File: src/rtl/mem_arbiter_if.sv
// ---------------------------------------------------------------------------
// mem_arbiter_if
// Bundles every signal between the two cache requesters, the arbiter and
// the shared four-bank memory port.
//
// Requester side (per cache, prefix i_ / d_):
//   x_req              request, held high for a whole evict+fill transaction
//   x_addr, x_data_in  address and write data (16 bit)
//   x_wr, x_rd         write / read strobes
//   x_gnt              registered grant back to the requester
//   x_data_out, x_err  read data and error returned to the requester
//   x_stall, x_busy    stall and 4-bit bank-busy view
// Memory side:
//   m_addr, m_data_in, m_wr, m_rd     request port driven by the arbiter
//   m_data_out, m_busy, m_stall, m_err response port driven by memory
//
// Handshake: x_req behaves as a "valid" that stays high until the requester
// is finished; x_gnt is the matching "ready". Strobes on x_wr/x_rd only reach
// memory in cycles where x_gnt is high, and a grant is never withdrawn while
// x_req remains high.
//
// Modports: slave = the arbiter, master = the environment (caches + memory).
// ---------------------------------------------------------------------------
interface mem_arbiter_if;
    logic        i_req;
    logic        d_req;
    logic [15:0] i_addr;
    logic [15:0] d_addr;
    logic [15:0] i_data_in;
    logic [15:0] d_data_in;
    logic        i_wr;
    logic        i_rd;
    logic        d_wr;
    logic        d_rd;

    logic        i_gnt;
    logic        d_gnt;
    logic [15:0] i_data_out;
    logic [15:0] d_data_out;
    logic        i_stall;
    logic        d_stall;
    logic        i_err;
    logic        d_err;
    logic [3:0]  i_busy;
    logic [3:0]  d_busy;

    logic [15:0] m_addr;
    logic [15:0] m_data_in;
    logic        m_wr;
    logic        m_rd;
    logic [15:0] m_data_out;
    logic [3:0]  m_busy;
    logic        m_stall;
    logic        m_err;

    modport slave (
        input  i_req, d_req, i_addr, d_addr, i_data_in, d_data_in,
               i_wr, i_rd, d_wr, d_rd,
               m_data_out, m_busy, m_stall, m_err,
        output i_gnt, d_gnt, i_data_out, d_data_out, i_stall, d_stall,
               i_err, d_err, i_busy, d_busy,
               m_addr, m_data_in, m_wr, m_rd
    );

    modport master (
        output i_req, d_req, i_addr, d_addr, i_data_in, d_data_in,
               i_wr, i_rd, d_wr, d_rd,
               m_data_out, m_busy, m_stall, m_err,
        input  i_gnt, d_gnt, i_data_out, d_data_out, i_stall, d_stall,
               i_err, d_err, i_busy, d_busy,
               m_addr, m_data_in, m_wr, m_rd
    );
endinterface

File: src/rtl/mem_arbiter.sv
// ---------------------------------------------------------------------------
// mem_arbiter
// Round-robin arbiter sharing one four-bank memory port between an
// instruction cache (i) and a data cache (d).
//
// Ports:
//   clk        clock, all state changes on the rising edge
//   rst        asynchronous active-high reset
//   bus        mem_arbiter_if.slave, requester and memory signals
//   dbg_state  current FSM state (0 IDLE, 1 GNT_I, 2 GNT_D, 3 DRAIN)
//
// Parameter:
//   MEM_LAT    cycles from access issue until read data/err is valid (2..15)
//
// Operation: a granted requester keeps the port until it drops its request.
// The port then drains for at least MEM_LAT cycles and until memory reports
// no busy bank, so late read data still reaches the previous owner before
// the port is handed on (straight to the next grant if someone is waiting).
// ---------------------------------------------------------------------------
module mem_arbiter #(
    parameter int unsigned MEM_LAT = 4
) (
    input  logic         clk,
    input  logic         rst,
    mem_arbiter_if.slave bus,
    output logic [1:0]   dbg_state
);

    typedef enum logic [1:0] {
        S_IDLE  = 2'd0,
        S_GNT_I = 2'd1,
        S_GNT_D = 2'd2,
        S_DRAIN = 2'd3
    } state_t;

    // Last drain cycle: counter value MEM_LAT-1 means MEM_LAT cycles spent.
    localparam logic [3:0] CNT_END = 4'(MEM_LAT - 1);

    state_t     state_q;
    state_t     state_d;
    logic [3:0] cnt_q;
    logic       last_d_q;   // last owner: 0 = I-cache, 1 = D-cache

    logic       any_req;
    logic       pick_d;
    logic       drain_done;
    logic       i_conflict;
    logic       d_conflict;

    assign dbg_state = state_q;

    // Round-robin: with both requesting, the one that did not own the port
    // last wins; a lone requester always wins.
    assign any_req    = bus.i_req | bus.d_req;
    assign pick_d     = bus.d_req & (~bus.i_req | ~last_d_q);
    assign drain_done = (cnt_q == CNT_END) && (bus.m_busy == 4'b0000);

    assign i_conflict = bus.i_wr & bus.i_rd;
    assign d_conflict = bus.d_wr & bus.d_rd;

    // -----------------------------------------------------------------------
    // State register (plus drain counter and last-owner pointer)
    // -----------------------------------------------------------------------
    always_ff @(posedge clk or posedge rst) begin
        if (rst) begin
            state_q  <= S_IDLE;
            cnt_q    <= 4'd0;
            last_d_q <= 1'b0;
        end else begin
            state_q <= state_d;
            case (state_q)
                S_GNT_I: begin
                    if (!bus.i_req) begin
                        cnt_q    <= 4'd0;
                        last_d_q <= 1'b0;
                    end
                end
                S_GNT_D: begin
                    if (!bus.d_req) begin
                        cnt_q    <= 4'd0;
                        last_d_q <= 1'b1;
                    end
                end
                S_DRAIN: begin
                    // Hold at the end value while memory is still busy so the
                    // exit condition cannot be missed by wrapping.
                    if (cnt_q != CNT_END) begin
                        cnt_q <= cnt_q + 4'd1;
                    end
                end
                default: begin
                end
            endcase
        end
    end

    // -----------------------------------------------------------------------
    // Next-state logic
    // -----------------------------------------------------------------------
    always_comb begin
        state_d = state_q;
        case (state_q)
            S_IDLE: begin
                if (any_req) begin
                    state_d = pick_d ? S_GNT_D : S_GNT_I;
                end
            end
            S_GNT_I: begin
                if (!bus.i_req) begin
                    state_d = S_DRAIN;
                end
            end
            S_GNT_D: begin
                if (!bus.d_req) begin
                    state_d = S_DRAIN;
                end
            end
            S_DRAIN: begin
                if (drain_done) begin
                    if (any_req) begin
                        state_d = pick_d ? S_GNT_D : S_GNT_I;
                    end else begin
                        state_d = S_IDLE;
                    end
                end
            end
            default: state_d = S_IDLE;
        endcase
    end

    // -----------------------------------------------------------------------
    // Output logic
    // -----------------------------------------------------------------------
    always_comb begin
        // Non-owner view for both requesters, memory port quiet.
        bus.i_gnt      = 1'b0;
        bus.d_gnt      = 1'b0;
        bus.i_stall    = 1'b1;
        bus.d_stall    = 1'b1;
        bus.i_data_out = 16'h0000;
        bus.d_data_out = 16'h0000;
        bus.i_err      = 1'b0;
        bus.d_err      = 1'b0;
        bus.i_busy     = 4'b1111;
        bus.d_busy     = 4'b1111;
        bus.m_addr     = 16'h0000;
        bus.m_data_in  = 16'h0000;
        bus.m_wr       = 1'b0;
        bus.m_rd       = 1'b0;

        case (state_q)
            S_GNT_I: begin
                bus.i_gnt      = 1'b1;
                bus.m_addr     = bus.i_addr;
                bus.m_data_in  = bus.i_data_in;
                // Simultaneous write and read is illegal: suppress both.
                bus.m_wr       = bus.i_wr & ~i_conflict;
                bus.m_rd       = bus.i_rd & ~i_conflict;
                bus.i_stall    = bus.m_stall;
                bus.i_busy     = bus.m_busy;
                bus.i_data_out = bus.m_data_out;
                bus.i_err      = bus.m_err | i_conflict;
            end
            S_GNT_D: begin
                bus.d_gnt      = 1'b1;
                bus.m_addr     = bus.d_addr;
                bus.m_data_in  = bus.d_data_in;
                bus.m_wr       = bus.d_wr & ~d_conflict;
                bus.m_rd       = bus.d_rd & ~d_conflict;
                bus.d_stall    = bus.m_stall;
                bus.d_busy     = bus.m_busy;
                bus.d_data_out = bus.m_data_out;
                bus.d_err      = bus.m_err | d_conflict;
            end
            S_DRAIN: begin
                // In-flight read data belongs to the previous owner.
                if (last_d_q) begin
                    bus.d_data_out = bus.m_data_out;
                    bus.d_err      = bus.m_err;
                end else begin
                    bus.i_data_out = bus.m_data_out;
                    bus.i_err      = bus.m_err;
                end
            end
            default: begin
            end
        endcase
    end

endmodule

File: src/flat_wrapper.sv
// flat-port wrapper written by rule: the top's interface ports become plain ports
module mem_arbiter_flat 
#(
    parameter int unsigned MEM_LAT = 4
)
  (clk, rst, dbg_state, bus_i_req, bus_d_req, bus_i_addr, bus_d_addr, bus_i_data_in, bus_d_data_in, bus_i_wr, bus_i_rd, bus_d_wr, bus_d_rd, bus_m_data_out, bus_m_busy, bus_m_stall, bus_m_err, bus_i_gnt, bus_d_gnt, bus_i_data_out, bus_d_data_out, bus_i_stall, bus_d_stall, bus_i_err, bus_d_err, bus_i_busy, bus_d_busy, bus_m_addr, bus_m_data_in, bus_m_wr, bus_m_rd);
  mem_arbiter_if bus_i ();
  input  logic clk;
  input  logic rst;
  output logic [1:0] dbg_state;
  input wire logic [$bits(bus_i.i_req)-1:0] bus_i_req;
  input wire logic [$bits(bus_i.d_req)-1:0] bus_d_req;
  input wire logic [$bits(bus_i.i_addr)-1:0] bus_i_addr;
  input wire logic [$bits(bus_i.d_addr)-1:0] bus_d_addr;
  input wire logic [$bits(bus_i.i_data_in)-1:0] bus_i_data_in;
  input wire logic [$bits(bus_i.d_data_in)-1:0] bus_d_data_in;
  input wire logic [$bits(bus_i.i_wr)-1:0] bus_i_wr;
  input wire logic [$bits(bus_i.i_rd)-1:0] bus_i_rd;
  input wire logic [$bits(bus_i.d_wr)-1:0] bus_d_wr;
  input wire logic [$bits(bus_i.d_rd)-1:0] bus_d_rd;
  input wire logic [$bits(bus_i.m_data_out)-1:0] bus_m_data_out;
  input wire logic [$bits(bus_i.m_busy)-1:0] bus_m_busy;
  input wire logic [$bits(bus_i.m_stall)-1:0] bus_m_stall;
  input wire logic [$bits(bus_i.m_err)-1:0] bus_m_err;
  output wire logic [$bits(bus_i.i_gnt)-1:0] bus_i_gnt;
  output wire logic [$bits(bus_i.d_gnt)-1:0] bus_d_gnt;
  output wire logic [$bits(bus_i.i_data_out)-1:0] bus_i_data_out;
  output wire logic [$bits(bus_i.d_data_out)-1:0] bus_d_data_out;
  output wire logic [$bits(bus_i.i_stall)-1:0] bus_i_stall;
  output wire logic [$bits(bus_i.d_stall)-1:0] bus_d_stall;
  output wire logic [$bits(bus_i.i_err)-1:0] bus_i_err;
  output wire logic [$bits(bus_i.d_err)-1:0] bus_d_err;
  output wire logic [$bits(bus_i.i_busy)-1:0] bus_i_busy;
  output wire logic [$bits(bus_i.d_busy)-1:0] bus_d_busy;
  output wire logic [$bits(bus_i.m_addr)-1:0] bus_m_addr;
  output wire logic [$bits(bus_i.m_data_in)-1:0] bus_m_data_in;
  output wire logic [$bits(bus_i.m_wr)-1:0] bus_m_wr;
  output wire logic [$bits(bus_i.m_rd)-1:0] bus_m_rd;
  assign bus_i.i_req = bus_i_req;
  assign bus_i.d_req = bus_d_req;
  assign bus_i.i_addr = bus_i_addr;
  assign bus_i.d_addr = bus_d_addr;
  assign bus_i.i_data_in = bus_i_data_in;
  assign bus_i.d_data_in = bus_d_data_in;
  assign bus_i.i_wr = bus_i_wr;
  assign bus_i.i_rd = bus_i_rd;
  assign bus_i.d_wr = bus_d_wr;
  assign bus_i.d_rd = bus_d_rd;
  assign bus_i.m_data_out = bus_m_data_out;
  assign bus_i.m_busy = bus_m_busy;
  assign bus_i.m_stall = bus_m_stall;
  assign bus_i.m_err = bus_m_err;
  assign bus_i_gnt = bus_i.i_gnt;
  assign bus_d_gnt = bus_i.d_gnt;
  assign bus_i_data_out = bus_i.i_data_out;
  assign bus_d_data_out = bus_i.d_data_out;
  assign bus_i_stall = bus_i.i_stall;
  assign bus_d_stall = bus_i.d_stall;
  assign bus_i_err = bus_i.i_err;
  assign bus_d_err = bus_i.d_err;
  assign bus_i_busy = bus_i.i_busy;
  assign bus_d_busy = bus_i.d_busy;
  assign bus_m_addr = bus_i.m_addr;
  assign bus_m_data_in = bus_i.m_data_in;
  assign bus_m_wr = bus_i.m_wr;
  assign bus_m_rd = bus_i.m_rd;
  mem_arbiter #(.MEM_LAT(MEM_LAT)) u_core (.clk(clk), .rst(rst), .bus(bus_i), .dbg_state(dbg_state));
endmodule
File: config.mk
export PLATFORM = sky130hd
export DESIGN_NAME = mem_arbiter_flat
export DESIGN_NICKNAME = d
export VERILOG_FILES = /design/src/rtl/mem_arbiter_if.sv /design/src/rtl/mem_arbiter.sv /design/src/flat_wrapper.sv
export SDC_FILE = /design/constraint.sdc
export NUM_CORES = 1
export LEC_CHECK = 0
export ABC_CLOCK_PERIOD_IN_PS = 1770
export CAP_MARGIN = 25
export CORE_MARGIN = 1
export CORE_UTILIZATION = 24
export CTS_BUF_LIST = sky130_fd_sc_hd__clkbuf_8
export DETAILED_ROUTE_END_ITERATION = 8
export HOLD_SLACK_MARGIN = 0.03
export PLACE_DENSITY = 0.8
export SLEW_MARGIN = 20
export SYNTH_ARGS = -nofsm -noshare
export SYNTH_HDL_FRONTEND = slang
export SYNTH_SLANG_ARGS = --single-unit
File: constraint.sdc
create_clock -name clk -period 1.77 [get_ports clk]
set_input_delay 0.354 -clock clk [delete_from_list [all_inputs] [get_ports clk]]
set_output_delay 0.354 -clock clk [all_outputs]
set_load 0.05 [all_outputs]
# Yosys cells after proc, flatten, opt, wreduce, memory -nomap -nowiden
# Index checks and enable logic that the tools add are counted.
# totals
in_bits	94
reg_bits	7
wordCells	69
# op_classes
n_bitwise	15
muxes	32
n_reduce_logical	8
eq_ne	10
n_addsub	1
# ops
op	n
$pmux 16 s2	4
$mux 16	2
$mux 4	5
$mux 2	6
$pmux 4 s3	1
$pmux 1 s2	5
$mux 1	8
$pmux 2 s4	1
$reduce_and 4->1	2
$and 1x1->1	7
$ne 2x1->1 const B	3
$add 4x1->4 const B	1
$eq 2x2->1 const B	2
$eq 4x2->1 const B	1
$logic_not 4->1	1
$ne 2x2->1 const B	2
$ne 4x2->1 const B	1
$not 1->1	4
$or 1x1->1	4
$reduce_and 3->1	1
$reduce_bool 3->1	1
$eq 2x1->1 const B	1
$logic_not 2->1	1
$reduce_bool 2->1	1
$logic_and 1x1->1	1

# Longest topological paths before layout
# depth
word_depth	7
depth_mapped	7
mapped_depth_nobuf	6

# Worst setup path before layout
# No wires, ideal clock.
# synth_path
kind	register to output
startpoint	register u_core.state_q[0], in the netlist u_core.dbg_state[0]
endpoint	output port bus_m_data_in[4]
t_required_ps	1416
t_arrival_ps	2625
n_path_buf	2
slack_ps	-1209
path_stages_with_launch	7
cell_sequence	dfrtp_1 > inv_1 > ha_1 > buf_2 > clkbuf_1 > a22oi_1 > nor2b_1
# synth_between
elab_chain_cells	2
word_cells_on_any_way	3
# synth_lines
element	line_no	rtl
from (decl)	mem_arbiter.sv:39	state_t state_q;
from (signal assigned)	mem_arbiter.sv:70	state_q <= state_d;
$eq 2x2->1 or $eq 2x1->1 (tied branches)	mem_arbiter.sv:151	case (state_q)
$pmux 16 s2 (*)	mem_arbiter.sv:151	
to (decl)	flat_wrapper.sv:36	output wire logic [$bits(bus_i.m_data_in)-1:0] bus_m_data_in;
# Every way passes the cells marked *; elsewhere a longest branch is shown, timed or not.

# Final worst setup path
# layout_path
startpoint	register u_core.state_q[0], in the netlist u_core.dbg_state[0]
endpoint	register u_core.state_q[0], in the netlist u_core.dbg_state[0]
# layout_between
elab_chain_cells	3
word_cells_on_any_way	10
# layout_lines
element	line_no	rtl
$eq 2x2->1, or another cell as far along	mem_arbiter.sv:102	case (state_q)
$ne 2x1->1 (no source line) or $ne 2x2->1 (tied branches)	--	
$reduce_and 4->1 (no source line)	--	
# Parallel ways exist; a longest one is shown, timed or not.
# A chain may end at the register's enable or synchronous reset.

==> reports/summary.md <==
The flow ran to the end, but the final reports show violations. The checks that failed: negative setup slack. The number of max-cap violations was 0; the total stage count of the critical path was 9.

The fraction of layout cells with a size suffix above 1 came out at 66.5%. In the synthesized netlist the async set-or-reset flop fraction comes to 100%. Summed over all layers, the global routing overflow is 0. CTS root buffer: sky130_fd_sc_hd__clkbuf_8. The number of hold violations in the final report was 0; the mean post-synth cell area was 7.28 um2.

Startpoint of the worst-slack reg-to-reg timing path: u_core.dbg_state[0]. The cell class contributing the biggest share of worst-path delay is compound AO/OA/AOI/OAI gates. The first TritonRoute pass finished after 4 iterations. Synthesized cell area: 1370 um2.

The tools report the I/O pin count as 176. Setup violations remaining at the end of the flow were counted as 86. The setup check on the worst reg-to-reg path leaves a slack of -0.53 ns. The via count of the first global-routing pass was 2,649; the headroom to the max-slew limit was 74.4%. In this design, the stage delay of the slowest critical-path cell is 0.45 ns. The run gives 1 as the initial antenna violation count. For the H-tree depth, the log shows 1.

The clock passes through at most 2 buffers. Summing the areas of all and, or, nand and nor instances in the mapped netlist gives 44.2% of the synthesized area. The DRC violations left was 0. The first global-routing pass estimated 15,600 um of wire.

The clock reaches the later pin of the worst-skew pair after 0.25 ns. Entering global routing, the biggest net connects 19 pins. The total buffers and inverters traversed by the critical path is 5. Setup repair after global routing could not meet its margin everywhere.

After detailed routing, the total wire length is 15,500 um. When the netlist entered floorplanning its net count stood at 288. Global routing used 9.18% of the available met3 tracks. The die boundary height is 77.5 um. The slowest stage of the critical path is the sky130_fd_sc_hd__dfrtp_2 cell. The endpoint of the worst-slack reg-to-reg timing path is u_core.dbg_state[0]. The detailed router finished its first iteration with 206 violations. The portion of synthesized area spent on multiplexers is 2.29%. The analysis attributes to cell leakage a power of 2.18 nW.

Global routing consumed, on the met1 layer, 36.9% of the routing resources. The number of antenna-violating nets in the routed design came out at 0. Sequential elements use 12.8% of the synthesized area. By area, the combinational part of the netlist is dominated by simple AND/OR/NAND/NOR gates.

The worst path in the final design needs a cycle of 2.30 ns, including I/O delays and setup. For this design, the CTS-stage hold fixing added 0 buffers. The logs give 6010 um2 for the floorplan die area and -0.344 ns for the setup slack at placement. Synthesis handed over a netlist of 188 instances.

TritonCTS built the clock tree. Counting stages on the worst path, the most repeated cell is sky130_fd_sc_hd__buf_12. Traced cell by cell, the critical path runs through inv_4 -> ha_4 -> buf_12 -> buf_12 -> buf_8 -> a22oi_2 -> inv_1 -> a221o_1 -> mux2i_1.

The count of buffers inserted at the top-level ports came out at 175. The x dimension of the die works out to 77.5 um. Relative to the synthesized area, the layout overhead comes to 286%.

The logs give 27 for the number of placement rows and 3 for the total clock buffers created by CTS. STA classifies the critical path endpoint as a flop. The initial core utilization is 24.9%. STA puts the critical path data required time at 1.92 ns. For the final database, setup skew stands at 0.000903 ns.

After Yosys synthesis, XOR and XNOR cells account for 0% of the synthesized area. For this design, the sink count on the clock tree is 7. Yosys printed 0 warnings. The actual slew at the worst max-slew pin came out at 0.384 ns.

The worst setup path is launched from a flop. Class of the tightest hold or removal check: input port to async pin. VDD sags by at most 2.44 mV. The ratio of final minimum period to clock period was 130%; the average routed wire per standard cell was 32.7 um. The adder-cell area share of the yosys netlist was 5.48%. Based on the critical path, the design can be clocked at up to 435 MHz.

The post-detailed-route via-to-cell ratio works out to 6.21. The critical path is of the flop to flop type. In this run the most used layer during global routing was met2.

STA puts the critical path data arrival time at 2.45 ns. The power density over the cells is 2640 nW/um2, and the least setup slack across all paths after layout is -0.530 ns. Global routing consumed, over all layers together, 34.6% of the routing resources.

The tightest hold path in the finished design has a slack of 0.428 ns. The number of nets in the final layout was 501. The core region is 5510 um2. The peak fanout along the critical path was 7; the compound-cell area share of the yosys netlist was 28.2%. The post-synthesis register bit count came out at 7. Met2 usage in global routing: 64.2%. The run gives 0 as the final count of pins violating max slew.

The number of enable flip-flop cells after synthesis is 0. For this block, the via count after detailed routing is 2,942. The length in cells of the worst reg-to-reg path came out at 9.

The weighted congestion reported at the end of routability-driven placement was 0.796; the count of cell types in the netlist was 33. Clock-pin slew was measured on the worst setup and hold paths at 0.05 ns. Leading register cell type out of synthesis: sky130_fd_sc_hd__dfrtp_1. Summed over all nets, the half-perimeter wirelength after detailed placement is 6740 um.
-- synth_stat cells (all sizes together) (4+ instances only) --
master / n / share of area [%]
a21oi: 4 / 1.5
a22oi: 33 / 18
and2b: 22 / 12
buf: 4 / 1.8
clkbuf: 12 / 3.3
dfrtp: 7 / 13
ha: 6 / 5.5
inv: 7 / 1.9
nand2: 6 / 1.6
nand2b: 10 / 4.6
nor2: 6 / 1.6
nor2b: 44 / 20
o21ai: 5 / 1.8
-- registers in the layout, indices dropped and copies added (netlist names) --
signal            cells
u_core.cnt_q          4
u_core.dbg_state      2
u_core.last_d_q       1
-- worst register-to-register path: cells and delay by family, from the launching register on --
family,cells,cell delay (ns)
fa+ha+maj,1,0.23
flops,1,0.45
buf+inv,5,0.60
mux,1,0.24
compound gates,2,0.69
-- stage by stage --
| stage | cells | total power, mW | utilization (%) | TNS, ns | cell area (um2) |
|---|---|---|---|---|---|
| 6_report | 474 | 14.0 | 96.0 | -27.53 | 5280 |
| 3_5_place_dp | 441 | 11.1 | 83.0 | -3.56 | 4570 |
| 4_1_cts | 463 | 12.3 | 90.7 | -15.53 | 4990 |
| 2_1_floorplan | 188 | 6.57 | - | -14.26 | 1950 |
| 3_3_place_gp | 441 | 10.9 | 83.0 | -0.898 | 4570 |
| 5_1_grt | 473 | 14.1 | 95.9 | -28.68 | 5280 |
-- layout make-up --
class / count / area, um2
flip-flops and latches: 7 / 178
clock buffers: 3 / 41.3
well taps: 72 / 90.1
multi-input cells: 158 / 1810
diodes: 2 / 5.00
inverters: 7 / 31.3
clock inverters: 1 / 3.75
repair buffers: 224 / 3120
fillers: 101 / 223
-- power by group --
part / total (mW) / internal (mW) / leakage [nW] / switching, mW
clock network: 0.258 / 0.153 / 0.0269 / 0.105
logic: 13.4 / 6.58 / 2.07 / 6.79
registers: 0.327 / 0.220 / 0.0885 / 0.107
-- worst max path at each step --
stage	start	endpoint	slack, ns
floorplan	u_core.dbg_state[0]	bus_d_data_out[10]	-0.26
global placement	bus_m_busy[2]	u_core.dbg_state[0]	-0.14
detailed placement	bus_m_busy[2]	u_core.dbg_state[0]	-0.34
CTS	u_core.dbg_state[0]	bus_m_wr	-0.25
global route	u_core.dbg_state[0]	u_core.dbg_state[1]	-0.53
finish	u_core.dbg_state[0]	u_core.dbg_state[0]	-0.53
-- per-layer routing --
| metal | part of all wire (%) | wire [um] | vias up |
|---|---|---|---|
| li1 | - | - | 1090 |
| met1 | 31 | 4770 | 1382 |
| met2 | 47 | 7280 | 330 |
| met3 | 10 | 1620 | 140 |
| met4 | 12 | 1810 | 0 |
| met5 | 0 | 0 | - |
-- repair_timing --
item | in CTS | in global routing
gates cloned | 1 | 4
gates resized for setup | 46 | 37
setup buffers | 19 | 9
endpoints found under the hold margin | 0 | 0
endpoints found under the setup margin | 80 | 85
pin swaps | 6 | 8
-- placed cells by master (no fill, tap or decap), types with 4 or more instances in the layout --
cell,instances
sky130_fd_sc_hd__nand2b_4,6
sky130_fd_sc_hd__nor2b_4,42
sky130_fd_sc_hd__buf_4,19
sky130_fd_sc_hd__nand2b_2,4
sky130_fd_sc_hd__buf_6,21
sky130_fd_sc_hd__dfrtp_1,5
sky130_fd_sc_hd__and2b_4,22
sky130_fd_sc_hd__clkdlybuf4s50_1,93
sky130_fd_sc_hd__nand2_1,4
sky130_fd_sc_hd__a22oi_2,33
sky130_fd_sc_hd__nor2_1,4
sky130_fd_sc_hd__buf_8,5
sky130_fd_sc_hd__inv_1,6
sky130_fd_sc_hd__buf_12,83
-- logic make-up (layout without fill, tap and decap cells) --
group,count (synthesis),in the layout
compound gates,53,53
fa+ha+maj,6,6
buf+inv,23,235
flops,7,7
mux,3,3
other cells,0,2
simple gates,96,96
(Power assumes the default switching activity.)
